File: src/rtl/types_pkg.sv
// Shared pipeline types: register index, data word and writeback arbiter types.
package types_pkg;

    typedef logic [4:0]  reg_t;
    typedef logic [63:0] dword_t;

    typedef enum logic {
        MEM_FIRST = 1'b0,
        EX_FIRST  = 1'b1
    } wb_arb_state_t;

    typedef struct packed {
        logic   req;
        reg_t   rd;
        dword_t wdata;
    } wb_req_t;

    localparam reg_t ZERO_REG = 5'd0;

    // A request only needs the write port when it targets a real register.
    function automatic logic is_real_write(input wb_req_t r);
        return r.req && (r.rd != ZERO_REG);
    endfunction

endpackage

File: src/rtl/rf_fwd_mux.sv
// One read-port bypass: returns the in-flight registered write when it targets rs.
module rf_fwd_mux
    import types_pkg::*;
(
    input  logic   wr_en,
    input  reg_t   wr_rd,
    input  dword_t wr_data,
    input  reg_t   rs,
    input  dword_t rf_rdata,
    output dword_t rdata
);
    // x0 is never forwarded; the register file already returns zero for it.
    always_comb begin
        rdata = rf_rdata;
        if (wr_en && (wr_rd == rs) && (rs != ZERO_REG)) begin
            rdata = wr_data;
        end else begin
            rdata = rf_rdata;
        end
    end
endmodule

File: src/rtl/regfile_wb_arbiter.sv
// Arbitrates the single register file write port between ex and mem writeback,
// registers the winner for one cycle and bypasses it onto both read ports.
module regfile_wb_arbiter
    import types_pkg::*;
#(
    parameter int unsigned STARVE_LIMIT = 3
) (
    input  logic   CLK,
    input  logic   nRST,
    input  logic   ex_req,
    input  reg_t   ex_rd,
    input  dword_t ex_wdata,
    output logic   ex_gnt,
    input  logic   mem_req,
    input  reg_t   mem_rd,
    input  dword_t mem_wdata,
    output logic   mem_gnt,
    input  reg_t   rs1,
    input  reg_t   rs2,
    output reg_t   rf_rs1,
    output reg_t   rf_rs2,
    input  dword_t rf_rdata1,
    input  dword_t rf_rdata2,
    output dword_t rdata1,
    output dword_t rdata2,
    output reg_t   rf_rd,
    output dword_t rf_wdata,
    output logic   rf_RegWrite
);

    localparam logic [3:0] LIMIT = 4'(STARVE_LIMIT);

    wb_arb_state_t state_r, state_next_s;
    logic [3:0]    starve_cnt_r, starve_cnt_next_s;
    wb_req_t       ex_s, mem_s;
    logic          ex_real_s, mem_real_s, ex_win_s, mem_win_s;

    assign ex_s       = '{req: ex_req,  rd: ex_rd,  wdata: ex_wdata};
    assign mem_s      = '{req: mem_req, rd: mem_rd, wdata: mem_wdata};
    assign ex_real_s  = is_real_write(ex_s);
    assign mem_real_s = is_real_write(mem_s);

    // Pick the port winner; x0 requests never compete for the port.
    always_comb begin
        ex_win_s  = 1'b0;
        mem_win_s = 1'b0;
        case (state_r)
            MEM_FIRST: begin
                mem_win_s = mem_real_s;
                ex_win_s  = ex_real_s && !mem_real_s;
            end
            EX_FIRST: begin
                ex_win_s  = ex_real_s;
                mem_win_s = mem_real_s && !ex_real_s;
            end
            default: begin
                ex_win_s  = 1'b0;
                mem_win_s = 1'b0;
            end
        endcase
    end

    assign ex_gnt  = nRST && ex_req  && ((ex_rd  == ZERO_REG) || ex_win_s);
    assign mem_gnt = nRST && mem_req && ((mem_rd == ZERO_REG) || mem_win_s);

    // Count consecutive denials of a real ex request; any gap or grant clears it.
    always_comb begin
        starve_cnt_next_s = 4'd0;
        if (ex_real_s && !ex_win_s) begin
            starve_cnt_next_s = (starve_cnt_r == LIMIT) ? starve_cnt_r : (starve_cnt_r + 4'd1);
        end else begin
            starve_cnt_next_s = 4'd0;
        end
    end

    // The denial that reaches the limit hands the next cycle's priority to ex.
    always_comb begin
        state_next_s = MEM_FIRST;
        case (state_r)
            MEM_FIRST: state_next_s = (starve_cnt_next_s == LIMIT) ? EX_FIRST : MEM_FIRST;
            EX_FIRST:  state_next_s = MEM_FIRST;
            default:   state_next_s = MEM_FIRST;
        endcase
    end

    // Arbiter state, starve counter and the registered write port.
    always_ff @(posedge CLK or negedge nRST) begin
        if (!nRST) begin
            state_r      <= MEM_FIRST;
            starve_cnt_r <= 4'd0;
            rf_RegWrite  <= 1'b0;
            rf_rd        <= ZERO_REG;
            rf_wdata     <= 64'd0;
        end else begin
            state_r      <= state_next_s;
            starve_cnt_r <= starve_cnt_next_s;
            rf_RegWrite  <= mem_win_s || ex_win_s;
            if (mem_win_s) begin
                rf_rd    <= mem_s.rd;
                rf_wdata <= mem_s.wdata;
            end else if (ex_win_s) begin
                rf_rd    <= ex_s.rd;
                rf_wdata <= ex_s.wdata;
            end else begin
                rf_rd    <= rf_rd;
                rf_wdata <= rf_wdata;
            end
        end
    end

    assign rf_rs1 = rs1;
    assign rf_rs2 = rs2;

    rf_fwd_mux u_fwd1 (
        .wr_en    (rf_RegWrite),
        .wr_rd    (rf_rd),
        .wr_data  (rf_wdata),
        .rs       (rs1),
        .rf_rdata (rf_rdata1),
        .rdata    (rdata1)
    );

    rf_fwd_mux u_fwd2 (
        .wr_en    (rf_RegWrite),
        .wr_rd    (rf_rd),
        .wr_data  (rf_wdata),
        .rs       (rs2),
        .rf_rdata (rf_rdata2),
        .rdata    (rdata2)
    );

endmodule

File: config.mk
export PLATFORM = sky130hd
export DESIGN_NAME = regfile_wb_arbiter
export DESIGN_NICKNAME = d
export VERILOG_FILES = /design/src/rtl/types_pkg.sv /design/src/rtl/rf_fwd_mux.sv /design/src/rtl/regfile_wb_arbiter.sv
export SDC_FILE = /design/constraint.sdc
export NUM_CORES = 1
export LEC_CHECK = 0
export CAP_MARGIN = 20
export CORE_AREA = 4 4 188 190
export CTS_CLUSTER_SIZE = 8
export DETAILED_ROUTE_END_ITERATION = 12
export DIE_AREA = 0 0 192 194
export PLACE_DENSITY = 0.52
export SETUP_SLACK_MARGIN = 0.15
export SKIP_LAST_GASP = 1
export SYNTH_ARGS = -nofsm -noshare
export SYNTH_HDL_FRONTEND = slang
export SYNTH_SLANG_ARGS = --single-unit
File: constraint.sdc
create_clock -name CLK -period 5.4 [get_ports CLK]
set_clock_uncertainty 0.1 [all_clocks]
set_input_delay 0.54 -clock CLK [delete_from_list [all_inputs] [get_ports CLK]]
set_output_delay 0.54 -clock CLK [all_outputs]
set_load 0.005 [all_outputs]
# Yosys cells after proc, flatten, opt, wreduce, memory -nomap -nowiden
# Index checks and enable logic that the tools add are counted.
classes:
  reduce_logical: 26
  n_bitwise: 1
  eq_ne: 4
  addsub: 1
  mux: 12
op_table:
  columns: ["cell", "n"]
  rows:
  - ["$mux W64", 4]
  - ["$reduce_bool A5 Y1", 4]
  - ["$logic_and A1 B1 Y1", 13]
  - ["$eq A5 B5 Y1", 2]
  - ["$logic_not A5 Y1", 2]
  - ["$mux W5", 2]
  - ["$eq A4 B2 Y1 const B", 2]
  - ["$mux W4", 2]
  - ["$pmux W1 S2", 3]
  - ["$add A4 B1 Y4 const B", 1]
  - ["$logic_not A1 Y1", 3]
  - ["$logic_or A1 B1 Y1", 3]
  - ["$reduce_bool A2 Y1", 1]
  - ["$mux W1", 1]
  - ["$not A1 Y1", 1]
totals:
  word_cells: 49
  reg_bits: 75
  output_inout_bits: 210

# Longest topological paths before layout
# Gate-level depths: netlist of run 1.
logic_depth:
  ltp_word: 11
  mapped_depth: 7

# Cells and area by module
# A second synthesis of run 1 with hierarchy kept.
hier_totals:
  hier_cells: 446
  hier_area_um2: 5515.3
by_module_without_submodules:
  columns: ["mod", "cells_per_inst", "seq_area_each_um2", "instances", "area_each_um2"]
  rows:
  - ["regfile_wb_arbiter", 286, 1876.8, 1, 3741.1]
  - ["rf_fwd_mux", 80, 0.0, 2, 887.1]

# Worst setup path before layout of run 1
# OpenSTA, ideal clock, no wires.
synth_timing:
  kind: "input to output"
  startpoint: "input rs2[0]"
  endpoint: "output rdata2[6]"
  path_slack_ns: 2.925
  cell_stages: 5
  t_arrival_ns: 1.835
  path_cell_list: "xnor2_1 nand3_1 a211oi_4 buf_6 mux2_2"
synth_between:
  elab_chain_cells: 4
  elab_cells_between_ends: 5
synth_lines:
  columns: ["element", "line", "rtl"]
  rows:
  - ["start: declaration", "regfile_wb_arbiter.sv:19", "input reg_t rs2,"]
  - ["$eq A5 B5 Y1", "rf_fwd_mux.sv:15", "if (wr_en && (wr_rd == rs) && (rs != ZERO_REG)) begin"]
  - ["$logic_and A1 B1 Y1", "rf_fwd_mux.sv:15", null]
  - ["$logic_and A1 B1 Y1 *", "rf_fwd_mux.sv:15", null]
  - ["$mux W64 *", "rf_fwd_mux.sv:15", null]
  - ["end: declaration", "regfile_wb_arbiter.sv:25", "output dword_t rdata2,"]
# Mark *: on every way between the ends. The rest lies on a longest branch, timed or not.

# Final worst setup path of run 1
layout_timing:
  startpoint: "input rs2[0]"
  endpoint: "output rdata2[56]"
# The elaborated chain is that of the path after synthesis.

==> summary.md, run 1 <==
| Metric | Value |
|---|---|
| Outcome | completed |
| Root Buffer | clkbuf_16 |
| Wirelength per Cell | 21.3 um |
| Max-slew headroom | 43.9% |
| Setup CP Type | in2out |
| Buffer count from post-CTS setup fixing | 0 |
| Largest area contributor in the netlist | dfrtp_1 |
| Non-Filler Instances | 1370 |
| Final Util | 32.5% |
| Most common cell in the netlist | mux2_2 |
| Detailed placer's ending HPWL | 22800 um |
| Crit start category | input port |
| Crit path top cell by count | clkdlybuf4s50_1 |
| Async SR Flop Fraction | 100% |
| Top_reg_cell synth | dfrtp_1 |
| Worst setup EP type | output pin |
| Top-area cell type share of the netlist area | 35.6% |
| Clk sink count | 75 |
| Leak | 3.92 nW |
| Syn-to-layout area delta | 106% |
| Max Cap Viol | 0 |
| Worst-path cell chain | clkdlybuf4s50_1 > xnor2_1 > nand3_1 > a211oi_4 > buf_12 > mux2_2 > clkdlybuf4s50_1 |
| Starting Density | 15.8% |
| Arr. time, crit path | 3.24 ns |
| PortBufs | 489 |
| Die height | 194 um |
| Netlist cell types | 35 |
| Peak Freq | 258 MHz |
| Cell Area, Synth | 0.00528 sq mm |
| First-pass GRT wire length | 41800 um |
| Final Hold Fails | 0 |
| CP max FO | 29 |
| Cell area after layout | 0.0109 sq mm |
| Routed Wire Length | 29200 um |
| Placed Area | 0.0105 sq mm |
| Highest-delay cell along the critical path | a211oi_4 |
| Clock Latency Late Sink | 0.34 ns |
| Setup violations, final | 0 |
| Placed Cells incl. Taps | 1354 |
| # rows | 67 |
| Worst path bufs/invs | 3 |
| Setup tns final | 0 ns |
| Die width | 192 um |
| # resized after CTS | 0 |
| Vias per cell | 4.27 |
| R2R Path Start | state_r$_DFF_PN0_ |
| GPL Wtd Cong | 0.775 |
| Final nets | 1198 |
| Worst Hold Class | in2async |
| Initial antenna violation count | 1 |
| Ports | 490 |
| Largest buffer count on any clock path | 2 |
| Largest net degree at the start of global routing | 67 |
| Post-synth EDFFs | 0 |
| Die area | 0.0372 sq mm |
| Mapped Avg Cell Area | 11.5 sq um |
| Number of remaining DRC errors | 0 |
| Clock-pin slew on the worst setup and hold paths | 0.06 ns |
| Power Dens Cells | 197 mW/mm^2 |
| Worst EP required | 4.76 ns |
| DRT iter0 DRCs | 192 |
| H-tree Lvls | 3 |
| Worst-Margin Slew | 0.841 ns |
| Final Cycle Share | 71.8% |
| Count of synthesis-stage warnings from yosys | 0 |
| Mapped Nets | 738 |
| Largest cells by area after synthesis | dfrtp_1, mux2_2, o221a_2 |
| Total number of vias | 5849 |
| GR Overflow Total | 0 |
| Total CTS buffers | 9 |
| Router iterations before antenna repair | 4 |
| CTS tree | done |
| Family with the most delay on the worst path | buffers and inverters |
| Seq/Total Area, Yosys | 35.6% |
| Min Tclk post-route | 3.88 ns |
| Unrepaired setup endpoints after global routing | no |
| Final slew viol count | 0 |
| GRT Overall Usage | 14.7% |
| List of most frequent post-synthesis cells | mux2_2, dfrtp_1, o221a_2, or3_1, mux2_1 |
| ANT nets after route | 0 |
| Core ar. | 0.0334 sq mm |
| Worst vdd ir | 0.000141 V |
| Crit path from | rs2[0] |
| Max incr delay on CP | 0.73 ns |
| Vias in the first global route | 6230 |
| Post-Synthesis Cells | 457 |
| Hold buffer count at CTS | 0 |
| Synth Register Bits | 75 |
| Layout cell share with drive strength beyond 1 | 19.9% |
## where the power goes
part	switching [W]	total (W)	internal, W
clock	0.000265	0.000679	0.000414
sequential	0.0000838	0.000703	0.000620
combinational	0.000236	0.000756	0.000520
## layer usage
metal  routed length, um  vias to the layer above  GRT usage, %
li1                    -                     2698             -
met1               11600                     2824          16.8
met2               14600                      304          26.3
met3                2560                       23          5.13
met4                 451                        0          3.38
met5                   0                        -             0
## placed cells by master (no fill, tap or decap), types with 2 or more instances in the layout
master           instances
nand2_1                 17
clkinv_2                 2
clkdlybuf4s50_1        488
nor3b_1                  2
buf_4                    9
nor2_1                  13
or3_1                   64
nand3_1                  3
a21boi_4                 2
xor2_1                   2
xnor2_1                  8
o221a_2                 64
mux2_2                  83
mux2_1                  46
a221o_1                  5
a211oi_4                 2
inv_1                    2
a21oi_1                  4
dfrtp_1                 75
clkbuf_16                9
bufinv_16                2
buf_12                   2
## worst register-to-register path: stages, from the launching register on
cell and delay (ns):
dfrtp_1 0.43, nand2_1 0.07, a21oi_1 0.21, nand2b_2 0.65, buf_4 0.50, o221a_2 0.29
## final timing paths
path | to | slack [ns] | depth (start not counted)
worst max-delay path | rdata2[56] | 1.52 | 7
worst min-delay path | rf_wdata[33]$_DFFE_PN0P_ | 0.07 | 1
worst max register to register | rf_wdata[1]$_DFFE_PN0P_ | 3.08 | 5
worst min register to register | state_r$_DFF_PN0_ | 0.45 | 1
max in group asynchronous | rf_wdata[6]$_DFFE_PN0P_ | 4.11 | 2
min in group CLK | state_r$_DFF_PN0_ | 0.45 | 1
## stage by stage
stage                     hold WS, ns  power [W]  setup slack, ns
after detailed placement        0.446    0.00148             1.52
after global routing           0.0996    0.00225             1.41
after global placement          0.433    0.00148             1.57
after CTS                       0.101    0.00219             1.51
final                          0.0735    0.00214             1.52
after floorplan                 0.144   0.000915             2.92
## logic make-up (layout without fill, tap and decap cells)
group	count (synthesis)	in the layout	share of synthesized area, %
AO/OA/AOI/OAI	84	84	17.3
adder cells (fa/ha/maj)	1	1	0.237
flip-flops	75	75	35.6
AND/OR/NAND/NOR	105	105	11.2
buffers and inverters	52	516	6.33
multiplexers	130	130	27.7
other	0	1	0
XOR/XNOR	10	10	1.66
## registers in the layout, summed over array words and instances (netlist names)
signal and flops:
state_r 1, rf_RegWrite 1, rf_rd 5, starve_cnt_r 4
rf_wdata 64
## cell type report
class                   instances  area (sq um)
fillers                      3393         22600
repair buffers                499          4990
clock inverters                 5          77.6
clock buffers                  10           239
diodes                          1          2.50
multi-input cells             330          3100
flip-flops and latches         75          1880
inverters                       2          7.51
well taps                     448           561
Power figures use the tool's default switching activity.
==> inputs of run 2 (changes only) <==
Settings changed: CORE_AREA 4 4 188 190 to 4 4 186 188, DIE_AREA 0 0 192 194 to 0 0 190 192, PLACE_DENSITY 0.52 to 0.53.
Clock period 5.4 ns to 3.85 ns, I/O delays scaled along.
==> summary.md, run 2 (synthesis results as in run 1) <==
| Metric | Value |
|---|---|
| Router iterations before antenna repair | 5 (+1) |
| Power Dens Cells | 287 mW/mm^2 (+46%) |
| GRT Overall Usage | 14.4% (-0.33 points) |
| Multi-input logic area | 0.00310 sq mm (unchanged) |
| CTS tree | done |
| Leak | 3.95 nW (+0.68%) |
| Layout cell share with drive strength beyond 1 | 19.7% (-0.13 points) |
| Die width | 190 um (-1.0%) |
| R2r setup slk | 1.81 ns (-1.27 ns) |
| Highest-delay cell along the critical path | clkdlybuf4s50_1 |
| Final Hold Fails | 0 (unchanged) |
| Clock Latency Late Sink | 0.34 ns (about the same) |
| GPL Wtd Cong | 0.809 (+4.4%) |
| Starting Density | 15.9% (+0.16 points) |
| Total CTS buffers | 9 (unchanged) |
| Worst-Margin Slew | 0.980 ns (+0.139 ns) |
| FF/Latch Area | 0.00188 sq mm (unchanged) |
| # rows | 67 (unchanged) |
| Ant. Diodes | 0 (-1) |
| First-pass GRT wire length | 40500 um (-3.2%) |
| CP max FO | 64 (+120%) |
| Largest register FFs | 64 (unchanged) |
| Worst setup EP type | output pin |
| Root Buffer | clkbuf_16 |
| Ports | 490 (unchanged) |
| Hold buffer count at CTS | 1 (+1) |
| Hold Crit Start | state_r$_DFF_PN0_ |
| Worst vdd ir | 0.000213 V (+51%) |
| Arr. time, crit path | 2.80 ns (-0.44 ns) |
| R2R Path Start | state_r$_DFF_PN0_ |
| ANT nets after route | 0 (unchanged) |
| Final Cycle Share | 85.3% |
| Initial antenna violation count | 0 (-1) |
| Largest regs | rf_wdata: 64 flops, rf_rd: 5 flops, starve_cnt_r: 4 flops |
| Vias per cell | 4.24 (-0.74%) |
| Wirelength per Cell | 20.3 um (-4.6%) |
| Clk sink count | 75 (unchanged) |
| Fillers | 3325 (-2.0%) |
| Final Util | 33.0% (+0.51 points) |
| Largest net degree at the start of global routing | 65 (-3.0%) |
| Total number of vias | 5806 (-0.74%) |
| Die height | 192 um (-1.0%) |
| Setup violations, final | 0 (unchanged) |
| Max incr delay on CP | 0.57 ns (-0.16 ns) |
| Most frequent cells in the layout | clkdlybuf4s50_1, mux2_2, dfrtp_1 |
| PortBufs | 489 (unchanged) |
| DRT iter0 DRCs | 215 (+12%) |
| Worst reg2reg path endpoint | rf_wdata[43]$_DFFE_PN0P_ |
| Syn-to-layout area delta | 107% |
| Min Tclk post-route | 3.28 ns |
| Final hold slack | 0.444 ns (+0.371 ns) |
| Crit start category | input port |
| Worst-path cell chain | clkdlybuf4s50_1 > xnor2_1 > nand3_1 > a211oi_4 > buf_12 > mux2_2 > clkdlybuf4s50_1 |
| Largest buffer count on any clock path | 2 (unchanged) |
| Max Cap Viol | 0 (unchanged) |
| Crit path top cell by count | clkdlybuf4s50_1 |
| Worst Hold Class | reg2reg |
| Largest Register | rf_wdata |
| Max-slew headroom | 34.5% (-9.4 points) |
| Setup CP Type | in2out |
| Detailed placer's ending HPWL | 21700 um (-5.0%) |
| Clock-pin slew on the worst setup and hold paths | 0.06 ns (about the same) |
| Commonest non-fill, non-tap cell in the layout | clkdlybuf4s50_1 |
| Worst EP required | 3.37 ns (-1.39 ns) |
| Worst reg2reg path depth | 5 (unchanged) |
| Buffer count from post-CTS setup fixing | 0 (unchanged) |
| Family with the most delay on the worst path | buffers and inverters |
| Core ar. | 0.0331 sq mm (-1.0%) |
| Hold Path End | state_r$_DFF_PN0_ |
| GR Overflow Total | 0 (unchanged) |
| H-tree Lvls | 3 (unchanged) |
| Hold path cells | 1 |
| Routed Wire Length | 27900 um (-4.6%) |
| # resized after CTS | 0 (unchanged) |
| Worst path bufs/invs | 3 (unchanged) |
| Outcome | completed |
| Die area | 0.0365 sq mm (-2.1%) |
| Unrepaired setup endpoints after global routing | no |
| Final slew viol count | 0 (unchanged) |
| Final nets | 1198 (unchanged) |
| Number of remaining DRC errors | 0 (unchanged) |
| Setup tns final | 0 ns (unchanged) |
| Vias in the first global route | 6280 (+0.80%) |
| Peak Freq | 304 MHz |
## run 2: layout make-up
cell class                      count  area share, %
Clock buffer                       12           2.35
Clock inverter                      4           1.10
Inverter                            2         0.0688
Multi-Input combinational cell    330           28.4
Sequential cell                    75           17.2
Tap cell                          448           5.14
Timing Repair Buffer              499           45.8
## run 2: power breakdown
group,leakage [nW],switching (W),internal [W]
registers,0.855,0.000112,0.000869
logic,2.91,0.000325,0.000730
clock network,0.183,0.000359,0.000736
total,3.95,0.000796,0.00234
## run 2: how the worst max path moves through the flow
stage                              start         end  slack (ns)  cells past startpoint
floorplan           rf_rd[3]$_DFFE_PN0P_  rdata1[13]        1.61                      5
global placement                  rs1[2]  rdata1[20]        0.57                      7
detailed placement                rs1[2]  rdata1[20]        0.56                      7
CTS                               rs1[2]  rdata1[20]        0.54                      7
global route                      rs1[2]  rdata1[20]        0.48                      7
finish                            rs1[2]  rdata1[27]        0.57                      7
## run 2: stage by stage
stage | cell area, sq um | setup slack [ns] | cells | power, W
finish | 10900 | 0.566 | 1370 | 0.00313
global route | 10900 | 0.479 | 1370 | 0.00330
CTS | 10900 | 0.542 | 1370 | 0.00320
detailed placement | 10500 | 0.563 | 1353 | 0.00206
global placement | 10500 | 0.573 | 1353 | 0.00206
floorplan | 5280 | 1.61 | 457 | 0.00128
## run 2: metal layers
layer	up-vias	wire, um	track usage [%]
li1	2699	-	-
met1	2787	10900	16.9
met2	298	14300	25.8
met3	22	2270	4.38
met4	0	415	3.26
met5	-	0	0
==> inputs of run 3 (changes only) <==
Settings changed: CORE_AREA 4 4 186 188 to 8 8 185 187, DIE_AREA 0 0 190 192 to 0 0 193 195, PLACE_DENSITY 0.53 to 0.55.
==> summary.md, run 3 (synthesis results as in run 1) <==
| Metric | Value |
|---|---|
| CTS tree | done |
| Total number of vias | 5786 (-0.34%) |
| Worst-Margin Slew | 0.924 ns (-0.0565 ns) |
| Outcome | completed |
| H-tree Lvls | 3 (unchanged) |
| Wirelength per Cell | 22.5 um (+11%) |
| GRT Overall Usage | 14.9% (+0.58 points) |
| Worst reg2reg path depth | 4 (-1) |
| Die width | 193 um (+1.6%) |
| Peak Freq | 302 MHz (-0.81%) |
| Power Dens Cells | 277 mW/mm^2 (-3.5%) |
| Setup CP Type | in2out |
| Starting Density | 16.9% (+0.96 points) |
| Buffer count from post-CTS setup fixing | 0 (unchanged) |
| Routed Wire Length | 29800 um (+7.1%) |
| Vias per cell | 4.36 (+2.9%) |
| Final nets | 1201 (+0.25%) |
| Final slew viol count | 0 (unchanged) |
| Setup tns final | 0 ns (unchanged) |
| Largest regs | rf_wdata: 64 flops, rf_rd: 5 flops, starve_cnt_r: 4 flops |
| Final Cycle Share | 86.0% (+0.70 points) |
| Syn-to-layout area delta | 105% |
| PortBufs | 489 (unchanged) |
| Largest Register | rf_wdata |
| P_int | 0.00219 W (-6.4%) |
| Final hold slack | 0.443 ns (-0.00111 ns) |
| Largest register FFs | 64 (unchanged) |
| Crit path top cell by count | clkdlybuf4s50_1 |
| Hold path cells | 1 (unchanged) |
| Die height | 195 um (+1.6%) |
| Sw Ratio | 27.1% (+1.7 points) |
| Largest net degree at the start of global routing | 40 (-38%) |
| Tot Pwr | 0.00300 W (-4.3%) |
| Largest buffer count on any clock path | 2 (unchanged) |
| Combinational fraction of design power | 35.6% (+1.9 points) |
| Ports | 490 (unchanged) |
| Router iterations before antenna repair | 4 (-1) |
| Commonest non-fill, non-tap cell in the layout | clkdlybuf4s50_1 |
| Clk sink count | 75 (unchanged) |
| Unrepaired setup endpoints after global routing | no |
| Max Cap Viol | 0 (unchanged) |
| Clock-pin slew on the worst setup and hold paths | 0.06 ns (about the same) |
| P_sw | 0.000812 W (+2.0%) |
| # resized after CTS | 0 (unchanged) |
| Crit start category | input port |
| Sequential share of power | 32.7% (+1.4 points) |
| Multi-input logic area | 0.00310 sq mm (unchanged) |
| Vias in the first global route | 6425 (+2.3%) |
| Worst-path cell chain | clkdlybuf4s50_1 > xnor2_1 > nand3_1 > a211oi_4 > buf_4 > mux2_2 > clkdlybuf4s50_1 |
| First-pass GRT wire length | 42700 um (+5.5%) |
| Total CTS buffers | 9 (unchanged) |
| Die area | 0.0376 sq mm (+3.2%) |
| Clock power frac | 31.7% (-3.3 points) |
| Final Util | 34.7% (+1.7 points) |
| Min Tclk post-route | 3.31 ns (+0.0270 ns) |
| Most frequent cells in the layout | clkdlybuf4s50_1, mux2_2, dfrtp_1 |
| Core ar. | 0.0312 sq mm (-5.7%) |
| Final Hold Fails | 0 (unchanged) |
| Placed Cells incl. Taps | 1310 (-3.2%) |
| GPL Wtd Cong | 0.714 (-12%) |
| Root Buffer | clkbuf_16 |
| Number of remaining DRC errors | 0 (unchanged) |
| Max incr delay on CP | 0.54 ns (-0.03 ns) |
| Leak | 3.93 nW (-0.51%) |
| # rows | 65 (-3.0%) |
| Non-Filler Instances | 1327 (-3.1%) |
| Setup violations, final | 0 (unchanged) |
| Arr. time, crit path | 2.83 ns (+0.03 ns) |
| Worst setup EP type | output pin |
| ANT nets after route | 0 (unchanged) |
| DRT iter0 DRCs | 219 (+1.9%) |
| Highest-delay cell along the critical path | clkdlybuf4s50_1 |
| GR Overflow Total | 0 (unchanged) |
| Detailed placer's ending HPWL | 24000 um (+11%) |
| Clock Latency Late Sink | 0.34 ns (about the same) |
| Worst Hold Class | reg2reg |
| Worst vdd ir | 0.000193 V (-9.6%) |
| CP max FO | 38 (-41%) |
| Initial antenna violation count | 1 (+1) |
| FF/Latch Area | 0.00188 sq mm (unchanged) |
| Worst EP required | 3.37 ns (about the same) |
| Fillers | 3181 (-4.3%) |
| Layout cell share with drive strength beyond 1 | 19.9% (+0.17 points) |
| Max-slew headroom | 38.3% (+3.8 points) |
[run 3: cell types whose count changed in the layout (fill, tap and decap cells not counted), sizes merged]
cell | previous run | this run
clkinvlp | 0 | 2
bufinv | 4 | 2
diode | 0 | 1
clkbuf | 12 | 11
buf | 10 | 13
[run 3: power groups by stage]
stage | clock (W) | combinational [W] | sequential [W]
2_1_floorplan | 0 | 0.000328 | 0.000955
6_report | 0.000950 | 0.00107 | 0.000981
3_3_place_gp | 0 | 0.00107 | 0.000999
5_1_grt | 0.00102 | 0.00114 | 0.000996
3_5_place_dp | 0 | 0.00108 | 0.000997
4_1_cts | 0.000993 | 0.00108 | 0.000983
[run 3: path summary, 6_finish.rpt]
kind / slack (ns) / end / startpoint
max: 0.54 / rdata1[63] / rs1[2]
min: 0.44 / state_r$_DFF_PN0_ / state_r$_DFF_PN0_
max in group asynchronous: 1.93 / rf_wdata[46]$_DFFE_PN0P_ / nRST
min in group asynchronous: 0.47 / starve_cnt_r[1]$_DFF_PN0_ / nRST
min reg2reg: 0.44 / state_r$_DFF_PN0_ / state_r$_DFF_PN0_
max reg2reg: 2.05 / state_r$_DFF_PN0_ / state_r$_DFF_PN0_
[run 3: per-stage QoR]
stage               setup slack, ns  instance area, sq um
floorplan                      1.61                  5280
global placement              0.593                 10500
detailed placement            0.517                 10500
CTS                           0.516                 10800
global route                  0.374                 10800
finish                        0.539                 10800
[run 3: layer usage]
layer	share of wire, %	up-vias	global-route usage (%)
li1	-	2694	-
met1	39	2779	16.4
met2	50	293	26.9
met3	9.7	20	5.56
met4	1.3	0	3.16
met5	0	-	0
[run 3: critical path, delay by kind of cell]
kind,cells,cell delay [ns]
buf+inv,3,1.44
xor+xnor,1,0.14
mux,1,0.40
simple gates,1,0.15
compound gates,1,0.24
[run 3: final cells by class]
type                    instances  share of cell area (%)
clock buffers                  11                    2.24
inverters                       2                  0.0694
diodes                          1                  0.0231
flip-flops and latches         75                    17.3
repair buffers                502                    46.4
clock inverters                 4                   0.694
multi-input cells             330                    28.6
well taps                     402                    4.65
[run 3: timing repair]
action                                  in CTS  in global routing
hold buffers                                 1                  0
endpoints found under the setup margin       0                  0
endpoints found under the hold margin       12                  0
